==> config.mk <==
export PLATFORM = sky130hd
export DESIGN_NAME = mem_master
export DESIGN_NICKNAME = d
export VERILOG_FILES = /design/src/rtl/mem_bus_pkg.sv /design/src/rtl/mem_master.sv
export SDC_FILE = /design/constraint.sdc
export NUM_CORES = 1
export LEC_CHECK = 0
export ABC_AREA = 1
export CAP_MARGIN = 20
export CORE_MARGIN = 2
export CORE_UTILIZATION = 35
export DETAILED_ROUTE_END_ITERATION = 8
export HOLD_SLACK_MARGIN = 0.03
export PLACE_DENSITY_LB_ADDON = 0.3
export SETUP_SLACK_MARGIN = 0.05
export SKIP_LAST_GASP = 1
export SYNTH_ARGS = -nofsm -noshare
export SYNTH_HDL_FRONTEND = slang
export SYNTH_SLANG_ARGS = --single-unit
export TNS_END_PERCENT = 5
==> constraint.sdc <==
create_clock -name clk -period 1.4 [get_ports clk]
set_input_delay 0.28 -clock clk [delete_from_list [all_inputs] [get_ports clk]]
set_output_delay 0.28 -clock clk [all_outputs]
set_load 0.005 [all_outputs]
==> src/rtl/mem_bus_pkg.sv <==
// Shared types and defaults for the burst memory master.
package mem_bus_pkg;

  localparam int ADDR_W_DEF = 16;
  localparam int DATA_W_DEF = 16;
  localparam int LEN_W_DEF  = 4;

  typedef enum logic [2:0] {
    S_IDLE,
    S_ADDR,
    S_WR,
    S_RD,
    S_CAP,
    S_DONE
  } state_t;

  typedef logic [LEN_W_DEF-1:0] beats_t;

endpackage

==> src/rtl/mem_master.sv <==
// Burst master for a latched-address memory: one address strobe per beat,
// then a write strobe or a read strobe followed by a capture cycle.
module mem_master
  import mem_bus_pkg::*;
#(
  parameter int ADDR_W = ADDR_W_DEF,
  parameter int DATA_W = DATA_W_DEF,
  parameter int LEN_W  = LEN_W_DEF
) (
  input  logic              clk,
  input  logic              rst,
  input  logic              req_valid,
  output logic              req_ready,
  input  logic              req_write,
  input  logic [ADDR_W-1:0] req_addr,
  input  logic [LEN_W-1:0]  req_len,
  input  logic              wr_valid,
  input  logic [DATA_W-1:0] wr_data,
  output logic              wr_ready,
  output logic              rd_valid,
  output logic [DATA_W-1:0] rd_data,
  output logic              done,
  output logic              busy,
  output logic              mem_addr_en,
  output logic [ADDR_W-1:0] mem_addr,
  output logic              mem_in_en,
  output logic [DATA_W-1:0] mem_in,
  output logic              mem_out_en,
  input  logic [DATA_W-1:0] mem_out
);

  state_t              state;
  logic                wr_burst;
  logic [ADDR_W-1:0]   cur_addr;
  logic [LEN_W-1:0]    beats;
  logic                beat_end;
  logic                last_beat;

  assign beat_end  = (state == S_WR && wr_valid) || (state == S_CAP);
  assign last_beat = (beats == '0);

  always_ff @(posedge clk) begin
    if (rst) begin
      state    <= S_IDLE;
      wr_burst <= 1'b0;
      cur_addr <= '0;
      beats    <= '0;
    end else begin
      case (state)
        S_IDLE: if (req_valid) begin
          wr_burst <= req_write;
          cur_addr <= req_addr;
          beats    <= req_len;
          state    <= S_ADDR;
        end
        S_ADDR:  state <= wr_burst ? S_WR : S_RD;
        S_WR:    if (wr_valid) state <= last_beat ? S_DONE : S_ADDR;
        S_RD:    state <= S_CAP;
        S_CAP:   state <= last_beat ? S_DONE : S_ADDR;
        S_DONE:  state <= S_IDLE;
        default: state <= S_IDLE;
      endcase
      // Counter only advances when another beat follows, so it never underflows.
      if (beat_end && !last_beat) begin
        beats    <= beats - 1'b1;
        cur_addr <= cur_addr + 1'b1;
      end
    end
  end

  assign req_ready   = (state == S_IDLE);
  assign busy        = (state != S_IDLE);
  assign done        = (state == S_DONE);
  assign mem_addr_en = (state == S_ADDR);
  assign mem_addr    = mem_addr_en ? cur_addr : '0;
  assign wr_ready    = (state == S_WR) && wr_valid;
  assign mem_in_en   = wr_ready;
  assign mem_in      = wr_ready ? wr_data : '0;
  assign mem_out_en  = (state == S_RD);
  assign rd_valid    = (state == S_CAP);
  // Memory floats its output outside the capture cycle; never pass it through.
  assign rd_data     = rd_valid ? mem_out : '0;

endmodule

==> impl_results.md <==
- Highest net fanout along the worst path: 8
- Hold buffer count at cts: 0
- Die area: 0.006213 sq mm
- HPWL Detailed: 5282 um
- RSZ-0062 raised after global routing: yes
- Clock Skew: 14.56 ps
- Antenna violations before repair: 0
- Pin count of the biggest net entering global routing: 28
- # H-tree levels: 1
- Global-route wire length before repair: 12050 um
- Layout cells sized above 1: 26.74%
- Clock Path Buffers: 2
- Status: finished with violations
- Rel. slew slack: 68.16%
- CTS tree: yes
- Final Hold Vio Count: 0
- Number of routed nets with antenna violations: 0
- Pwr Total: 3100 uW
- Reg2reg start: state[0]$_SDFFE_PP0P_
- Via density: 4.728
- CTS root buffer: clkbuf_8
- GRT Util Overall: 23.97%
- Clock sinks: 24
- Worst hold path startpoint: beats[3]$_SDFFE_PP0P_
- Fin crit period: 1686 ps
- Leakage: 0.001902 uW
- Setup-failing EPs final: 77
- Synth warnings: 0
- Drt wl/cell: 13.03 um
- Initial core utilization: 35.80%
- Clk slew on worst S/H paths: 80 ps
- Crit path cell chain: inv_4, nor3_4, clkinv_4, buf_16, nor2_1, buf_2
- Nets: 576
- Sequential power share: 28.2%
- Sequential fraction of the synthesis area: 24.52%
- Vias: 2780
- ANT cells: 0
- Worst slew pin tran: 476.5 ps
- Fmax: 593.0 MHz
- NetSw: 1099 uW
- Crit-path slowest cell: dfxtp_2
- PnR worst setup slack: -286.3 ps
- CP peak stage delay: 360 ps
- Hold Crit Class: flop to flop
- Crit Path Class: flop to output pin
- Worst Setup SP: state[0]$_SDFFE_PP0P_
- Total of max-cap violations: 0
- P_int: 2001 uW
- Top-area cell type share of the netlist area: 24.52%
- Rows: 27
- Final slew viol count: 0
- Fin util: 67.95%
- Arrival time of the worst setup path: 1410 ps
- Yosys top cell by area: dfxtp_1
- Total CTS buffers: 3
- Net Count, Synth: 408
- Clock network power share: 19.9%
- Crit end category: output pin
- Cell variety after synth: 25
- Worst-Skew Late Latency: 280 ps
- Vias in the first global route: 2612
- Fin area: 0.003719 sq mm
- Power Dens Cells: 833.7 mW/mm^2
- Avg Cell Area, Syn: 5.614 sq um
- Flop and latch count out of synthesis: 24
- Core area: 0.005473 sq mm
- DP Area: 0.003427 sq mm
- Grt total ovfl: 0
- Crit path buf inv count: 4
- IO Port Bufs: 112
- Die width: 78.82 um
- Critical path required time: 1120 ps
- Top cells by area, synth: dfxtp_1 (25%), nand2_1 (16%), nor2_1 (13%), inv_1 (13%), a21oi_1 (5.4%)
- Critical Path Start Type: flop
- Die Ht: 78.82 um
- Failing checks: setup timing
- Initial DRC count: 94
- Area grow syn2layout: 89.78%
- Switching Share: 35.45%
- Ports: 113
- Critical path's top delay family: buffers and inverters
- WHS: 485.9 ps
- First-pass DRT Iterations: 6
- Comb power frac: 51.9%
- Drc violations: 0
- GPL Wtd Cong: 0.8696
- Crit share post-route: 120.4%
- Mapped Cells: 349
- Mapped Area: 0.001959 sq mm
- Fillers: 472
- VDD IR max: 0.3987 mV
- Total wire length: 7662 um
[sequential cells by signal (all words and copies together), names as in the netlist]
register,count
beats,4
wr_burst,1
cur_addr,16
state,3
[per-layer routing]
layer | GRT usage (%) | up-vias | part of all wire (%)
met1 | 25.00 | 1272 | 39
met5 | 0 | - | 0
met2 | 48.89 | 103 | 52
li1 | - | 1394 | -
met3 | 4.205 | 11 | 7.3
met4 | 5.690 | 0 | 1.6
[kinds of logic after synthesis]
group,count (synthesis),share of synthesized area [%]
simple gates,187,40.29
buf+inv,85,18.52
compound gates,43,11.81
flops,24,24.52
xor+xnor,8,3.576
fa+ha+maj,2,1.277
[path summary, 6_finish.rpt]
path | end | slack (ps) | cells after the start
setup / recovery | mem_addr[4] | -290 | 6
hold / removal | beats[3]$_SDFFE_PP0P_ | 490 | 2
setup reg to reg | cur_addr[5]$_SDFFE_PP0P_ | -280 | 9
hold reg to reg | beats[3]$_SDFFE_PP0P_ | 490 | 2
[through the flow]
step	cells	worst slack, ps	setup TNS [ps]
after floorplan	349	-18.88	-75.53
after global placement	563	-711.3	-37260
after detailed placement	563	-704.0	-37640
after CTS	588	-292.4	-18790
after global routing	588	-372.9	-24360
final	588	-286.3	-17680
[synthesized netlist by cell type (all sizes together)]
cell and n:
ha 2, clkbuf 4, nor3 3, buf 9
nand2 88, dfxtp 24, clkinv 1, inv 71
o211ai 1, nand3 17, xor2 8, nand4 6
nor2 73, a211oi 1, o21ai 19, a21oi 22
[worst register-to-register path, stage by stage, from the launching register on]
cell     delay, ps
dfxtp_2        340
inv_4           70
buf_8          130
nand4_4        140
buf_4          180
buf_4          130
nand2_4         50
nand2_4        150
o21ai_0        270
a21oi_1        100
[layout make-up]
| class | instances | area, sq um | share of cell area (%) |
|---|---|---|---|
| clock buffer | 3 | 41.29 | 1.110 |
| timing repair buffer | 173 | 1501 | 40.38 |
| sequential | 24 | 489.2 | 13.16 |
| clock inverter | 1 | 30.03 | 0.8075 |
| inverter | 72 | 282.8 | 7.604 |
| multi-input combinational | 243 | 1284 | 34.52 |
| tap | 72 | 90.09 | 2.423 |
[power by group through the flow]
stage	logic, uW	clock network, uW	registers [uW]
finish	1610	617	874
global route	1750	641	885
CTS	1550	617	870
detailed placement	1310	0	875
global placement	1290	0	871
floorplan	628	0	876
[timing repair]
item	4_1_cts	5_1_grt
pin swaps	21	5
cloned	5	0
endpoints found under the setup margin	77	80
gates resized for setup	199	26
setup buffers	17	0
[placed cells by master (no fill, tap or decap), drive strengths merged, types with 9 or more instances in the layout]
master | synthesis | layout
nor2 | 73 | 73
clkdlybuf4s50 | 0 | 55
buf | 9 | 92
nand2 | 88 | 88
nand4 | 6 | 9
a21oi | 22 | 22
nand3 | 17 | 17
inv | 71 | 71
dlygate4sd2 | 0 | 15
o21ai | 19 | 19
dfxtp | 24 | 24
No activity file was read; power rests on OpenSTA's default activity.
